`src/rtl/decode_exec_pipe.sv`:
```
// Decode->execute pipeline register with valid/ready handshake, flush and global stall.
// Define DECODE_EXEC_PIPE_SKID_EN for the 2-entry skid variant (registered in_ready); default is single-entry.
module decode_exec_pipe #(
  parameter int LANES  = 4,
  parameter int CTRL_W = 24
) (
  input  logic                  clk,
  input  logic                  rst_n,
  input  logic                  stall_all,
  input  logic                  flush,
  input  logic                  in_valid,
  output logic                  in_ready,
  input  logic [31:0]           in_instr,
  input  logic [31:0]           in_pc,
  input  logic [31:0]           in_pc_plus4,
  input  logic [31:0]           in_imm,
  input  logic [CTRL_W-1:0]     in_ctrl,
  input  logic [LANES*32-1:0]   in_rd1,
  input  logic [LANES*32-1:0]   in_rd2,
  input  logic [4:0]            in_rd,
  input  logic [4:0]            in_rs1,
  input  logic [4:0]            in_rs2,
  output logic                  out_valid,
  input  logic                  out_ready,
  output logic [31:0]           out_instr,
  output logic [31:0]           out_pc,
  output logic [31:0]           out_pc_plus4,
  output logic [31:0]           out_imm,
  output logic [CTRL_W-1:0]     out_ctrl,
  output logic [LANES*32-1:0]   out_rd1,
  output logic [LANES*32-1:0]   out_rd2,
  output logic [4:0]            out_rd,
  output logic [4:0]            out_rs1,
  output logic [4:0]            out_rs2,
  output logic [1:0]            occupancy
);

  localparam int DW = LANES * 32;
  localparam int PW = 4 * 32 + CTRL_W + 2 * DW + 15;

  localparam logic [1:0] ST_EMPTY = 2'd0;
  localparam logic [1:0] ST_ONE   = 2'd1;
  localparam logic [1:0] ST_TWO   = 2'd2;

  logic [1:0]    r_state;
  logic [1:0]    w_state_nxt;
  logic          r_in_rdy;
  logic [PW-1:0] r_main;
  logic [PW-1:0] w_in_bus;
  logic          w_acc;
  logic          w_iss;
  logic          w_ld_main_in;
  logic          w_clr;
`ifdef DECODE_EXEC_PIPE_SKID_EN
  logic [PW-1:0] r_skid;
  logic          w_ld_skid;
  logic          w_ld_main_skid;
`endif

  assign w_in_bus = {in_instr, in_pc, in_pc_plus4, in_imm, in_ctrl,
                     in_rd1, in_rd2, in_rd, in_rs1, in_rs2};
  assign {out_instr, out_pc, out_pc_plus4, out_imm, out_ctrl,
          out_rd1, out_rd2, out_rd, out_rs1, out_rs2} = r_main;

  assign w_acc = in_valid & in_ready;
  assign w_iss = out_valid & out_ready;

  // State register
  always_ff @(posedge clk or negedge rst_n) begin
    if (!rst_n) begin
      r_state <= ST_EMPTY;
    end else begin
      r_state <= w_state_nxt;
    end
  end

  // Next-state and datapath load decode; stall outranks flush
  always_comb begin
    w_state_nxt  = r_state;
    w_ld_main_in = 1'b0;
    w_clr        = 1'b0;
`ifdef DECODE_EXEC_PIPE_SKID_EN
    w_ld_skid      = 1'b0;
    w_ld_main_skid = 1'b0;
`endif
    if (stall_all) begin
      w_state_nxt = r_state;
    end else if (flush) begin
      w_state_nxt = ST_EMPTY;
      w_clr       = 1'b1;
    end else begin
      case (r_state)
        ST_EMPTY: begin
          if (w_acc) begin
            w_state_nxt  = ST_ONE;
            w_ld_main_in = 1'b1;
          end else begin
            w_state_nxt = ST_EMPTY;
          end
        end
        ST_ONE: begin
          if (w_acc && w_iss) begin
            w_state_nxt  = ST_ONE;
            w_ld_main_in = 1'b1;
          end else if (w_acc) begin
`ifdef DECODE_EXEC_PIPE_SKID_EN
            w_state_nxt = ST_TWO;
            w_ld_skid   = 1'b1;
`else
            w_state_nxt  = ST_ONE;
            w_ld_main_in = 1'b1;
`endif
          end else if (w_iss) begin
            w_state_nxt = ST_EMPTY;
          end else begin
            w_state_nxt = ST_ONE;
          end
        end
`ifdef DECODE_EXEC_PIPE_SKID_EN
        ST_TWO: begin
          // Skid entry moves to main on the issuing edge so there is no bubble
          if (w_iss) begin
            w_state_nxt    = ST_ONE;
            w_ld_main_skid = 1'b1;
          end else begin
            w_state_nxt = ST_TWO;
          end
        end
`endif
        default: begin
          w_state_nxt = ST_EMPTY;
          w_clr       = 1'b1;
        end
      endcase
    end
  end

  // Handshake and occupancy outputs
  always_comb begin
    out_valid = (r_state != ST_EMPTY) & ~stall_all;
    occupancy = r_state;
`ifdef DECODE_EXEC_PIPE_SKID_EN
    in_ready  = r_in_rdy & ~stall_all;
`else
    in_ready  = r_in_rdy & ~stall_all & ((r_state == ST_EMPTY) | out_ready);
`endif
  end

  // Ready flop: holds low through reset, rises on the first edge after release
  always_ff @(posedge clk or negedge rst_n) begin
    if (!rst_n) begin
      r_in_rdy <= 1'b0;
    end else begin
`ifdef DECODE_EXEC_PIPE_SKID_EN
      r_in_rdy <= (w_state_nxt != ST_TWO);
`else
      r_in_rdy <= 1'b1;
`endif
    end
  end

  // Main (oldest) entry payload
  always_ff @(posedge clk or negedge rst_n) begin
    if (!rst_n) begin
      r_main <= {PW{1'b0}};
    end else if (w_clr) begin
      r_main <= {PW{1'b0}};
    end else if (w_ld_main_in) begin
      r_main <= w_in_bus;
`ifdef DECODE_EXEC_PIPE_SKID_EN
    end else if (w_ld_main_skid) begin
      r_main <= r_skid;
`endif
    end else begin
      r_main <= r_main;
    end
  end

`ifdef DECODE_EXEC_PIPE_SKID_EN
  // Skid entry payload
  always_ff @(posedge clk or negedge rst_n) begin
    if (!rst_n) begin
      r_skid <= {PW{1'b0}};
    end else if (w_clr) begin
      r_skid <= {PW{1'b0}};
    end else if (w_ld_skid) begin
      r_skid <= w_in_bus;
    end else begin
      r_skid <= r_skid;
    end
  end
`endif

endmodule

```
`config.mk`:
```
export PLATFORM = sky130hd
export DESIGN_NAME = decode_exec_pipe
export DESIGN_NICKNAME = d
export VERILOG_FILES = /design/src/rtl/decode_exec_pipe.sv
export SDC_FILE = /design/constraint.sdc
export NUM_CORES = 1
export LEC_CHECK = 0
export ABC_AREA = 1
export BUFFER_PORTS_ARGS = -buffer_cell sky130_fd_sc_hd__buf_4
export CAP_MARGIN = 0
export CORE_AREA = 5 5 326 328
export DETAILED_ROUTE_END_ITERATION = 6
export DIE_AREA = 0 0 331 333
export PLACE_DENSITY = 0.5
export SLEW_MARGIN = 20
export SYNTH_ARGS = -nofsm -noshare
export SYNTH_HDL_FRONTEND = slang
export SYNTH_SLANG_ARGS = --single-unit
```
`constraint.sdc`:
```
create_clock -name clk -period 4 [get_ports clk]
set_clock_uncertainty 0.15 [all_clocks]
set_input_delay 0.4 -clock clk [delete_from_list [all_inputs] [get_ports clk]]
set_output_delay 0.4 -clock clk [all_outputs]
set_load 0.01 [all_outputs]
```
==> flow_summary_export.csv <==
group,metric,value,unit
setup_path,worst_ep_required_time,4.38,ns
power_and_ir_drop,power.internal,9580,uW
yosys,syn_area,20300,um^2
detailed_routing,detail_route.first_pass.iterations,5,
power_and_ir_drop,finalPower,13700,uW
sta,hold_viol,0,
floorplanning,coreArea,103000,um^2
setup_path,startpoint,"stall_all",
run,drv_cap,0,
yosys,synth-seq-cells,425,
floorplanning,io_pins,856,
sta,tightest_slew,1.33,ns
setup_path,arrival,2.97,ns
detailed_routing,drtAntennaViolNets,0,
power_and_ir_drop,p_per_area,403,nW/um^2
place,place.gp.congestion,0.826,
detailed_routing,vias,21800,
global_route,grt_pass1_vias,22200,
sta,final-setup-viol-count,0,
setup_path,path_buf_inv,3,
sta,relSlewSlack,11.6,%
setup_path,r2r-start,"occupancy[0]",
cells_and_area,drive_above_1_share,25.2,%
power_and_ir_drop,leakage,0.0192,uW
min_path,min_from,"in_instr[17]",
cells_and_area,syn_to_final_growth,67.0,%
yosys,yosysWarnings,0,
sta,period_minus_slack,2.59,ns
clocking,post_cts_buffers,0,
floorplanning,num_rows,118,
floorplanning,die_h,333,um
place,dp_hpwl,59500,um
detailed_routing,vias_per_cell,4.06,
setup_path,critPathKind,"primary input to register",
clocking,cts_inserted_buffers,52,
global_route,grt_pass1_wl,131000,um
yosys,synth_top_flop_cell,"dfrtp_1",
detailed_routing,first_iter_violations,1164,
setup_path,crit_fanout,68,
setup_path,cp_cell_sequence,"dlygate4sd3_1, buf_4, nor2_2, nand3_4, nand2_8, buf_4, nand2_1, nand2_1",
power_and_ir_drop,pwr-share-seq,38.6,%
floorplanning,start_util,19.7,%
global_route,gr-total-overflow,0,
global_route,antenna_found_initial,5,
clocking,clkLatencyLatePin,0.60,ns
clocking,cts-root-buf,"clkbuf_16",
place,port_buffers,854,
clocking,clkSlewWorstSetupHoldPaths,0.06,ns
power_and_ir_drop,ir_worst_vdd,0.281,mV
power_and_ir_drop,clockPowerShare,35.8,%
sta,setup_tns,0,ns
clocking,cts.htree.levels,2,
cells_and_area,fin_nets,4370,
yosys,synth_top_area_share,52.4,%
yosys,synthTopCellsByArea,"dfrtp_1, nand2_1, nand3_1, inv_1, nor2_1",
run_status,status,"completed",
yosys,syn_nets,3173,
setup_path,crit_path_start_kind,"primary input",
clocking,cts_hold_buf,416,
sta,fmax,386,MHz
setup_path,critPathCaptureType,"register",
power_and_ir_drop,p_comb_share,25.6,%
global_route,grt_max_degree,173,
detailed_routing,drt_wl_total,87700,um
min_path,hp-class,"primary input to register",
yosys,ys_seq_area_share,52.4,%
sta,report.final.slew_viol_count,0,
yosys,ys_top_cells_by_count,"nand2_1, inv_1, dfrtp_1, nor2_1, nand3_1",
setup_path,slowest_delay,0.61,ns
detailed_routing,drc,0,
yosys,synth_edf_count,0,
clocking,tritoncts,"done",
cells_and_area,stdcell_count,5362,
place,placedCellCount,4851,
clocking,ctsResizeCount,0,
clocking,clock-sinks,425,
clocking,clk_path_buf_depth,3,
global_route,grt_use_total,15.0,%
yosys,syn_inst,2744,
sta,rsz0062_at_grt,"false",
floorplanning,die_area,110000,um^2
detailed_routing,wl_per_cell,16.3,um
power_and_ir_drop,p_sw,4080,uW
yosys,yosysUniqueCellTypes,16,
power_and_ir_drop,switching_share,29.9,%
yosys,synthArstFlopShare,100,%
floorplanning,die_w,331,um
setup_path,crit_family,"simple AND/OR/NAND/NOR gates",
yosys,synth.most_common_cell,"nand2_1",
setup_path,cp_slowest_cell,"nand2_8",
yosys,synth_top_cell_by_area,"dfrtp_1",
sta,fin_crit_sh,64.7,%
yosys,syn_avg_cell_area,7.40,um^2
[power by group through the flow]
stage / sequential (uW) / combinational [uW] / clock [uW]
final: 5260 / 3500 / 4890
after global routing: 5340 / 3810 / 5210
after CTS: 5260 / 3550 / 5060
after detailed placement: 5330 / 3200 / 0
after global placement: 5320 / 3190 / 0
after floorplan: 5580 / 1020 / 0
[worst paths after layout]
kind | depth (start not counted) | slack, ns | endpoint
max | 8 | 1.41 | r_main[238]
min | 5 | 0.06 | r_main[408]
max reg2reg | 6 | 1.52 | r_main[238]
min reg2reg | 2 | 0.35 | r_main[86]
max in group asynchronous | 4 | 2.38 | r_main[417]
min in group asynchronous | 2 | 0.28 | r_main[390]
[sequential cells by signal, summed over array words and instances (netlist names)]
register	flops
r_in_rdy	1
r_main	423
occupancy	1
[per-layer routing]
layer  GRT usage, %  vias up  share of wire, %
met5              0        -             0.024
met4           7.24        4               5.0
met3           3.68      202               7.3
met2           25.9      734                49
met1           17.3    10300                38
li1               -    10500                 -
[cells by family after synthesis]
logic type	Yosys count	synth area share, %
other	2	0.0370
DFF	425	52.4
and+or+nand+nor	1699	34.1
AOI/OAI and AO/OA	3	0.0739
buffers and inverters	615	13.4
[stage by stage]
step / worst slack, ns / utilization, % / cell area, um^2 / hold WS, ns
floorplan: 2.54 / - / 20300 / -0.0456
global route: 1.28 / 32.9 / 33900 / 0.0364
CTS: 1.41 / 32.9 / 33900 / 0.000436
global placement: 1.30 / 27.2 / 28000 / 0.339
finish: 1.41 / 32.9 / 33900 / 0.0609
detailed placement: 1.31 / 27.2 / 28000 / 0.344
[worst min-delay path: stages]
cell and delay [ns]:
buf_4 0.08, inv_1 0.07, nor2_1 0.11, nand2_1 0.06, nand2_1 0.05
[cell type report]
type	count	area [um^2]
multi-input combinational	1704	6980
timing repair buffer	1330	11200
fill	10900	69000
antenna	4	10.0
tap	1380	1730
sequential	425	10600
clock inverter	10	125
inverter	428	1610
clock buffer	81	1620
[placed cells by master (no fill, tap or decap)]
cell type,Yosys,layout
buf_12,0,12
nand2_1,847,847
nand3_1,423,423
nand2_8,0,2
nor2_1,424,424
clkbuf_1,0,9
buf_8,0,1
dfrtp_1,425,425
inv_8,0,1
bufinv_16,0,3
conb_1,2,2
buf_4,50,901
dlygate4sd3_1,0,416
clkinv_2,0,7
clkbuf_8,0,19
inv_1,427,427
nor2_2,1,1
nand3_4,0,1
a21oi_1,2,2
o21ai_0,1,1
and2_1,1,1
diode_2,0,4
clkbuf_16,0,53
Power figures use the tool's default switching activity.
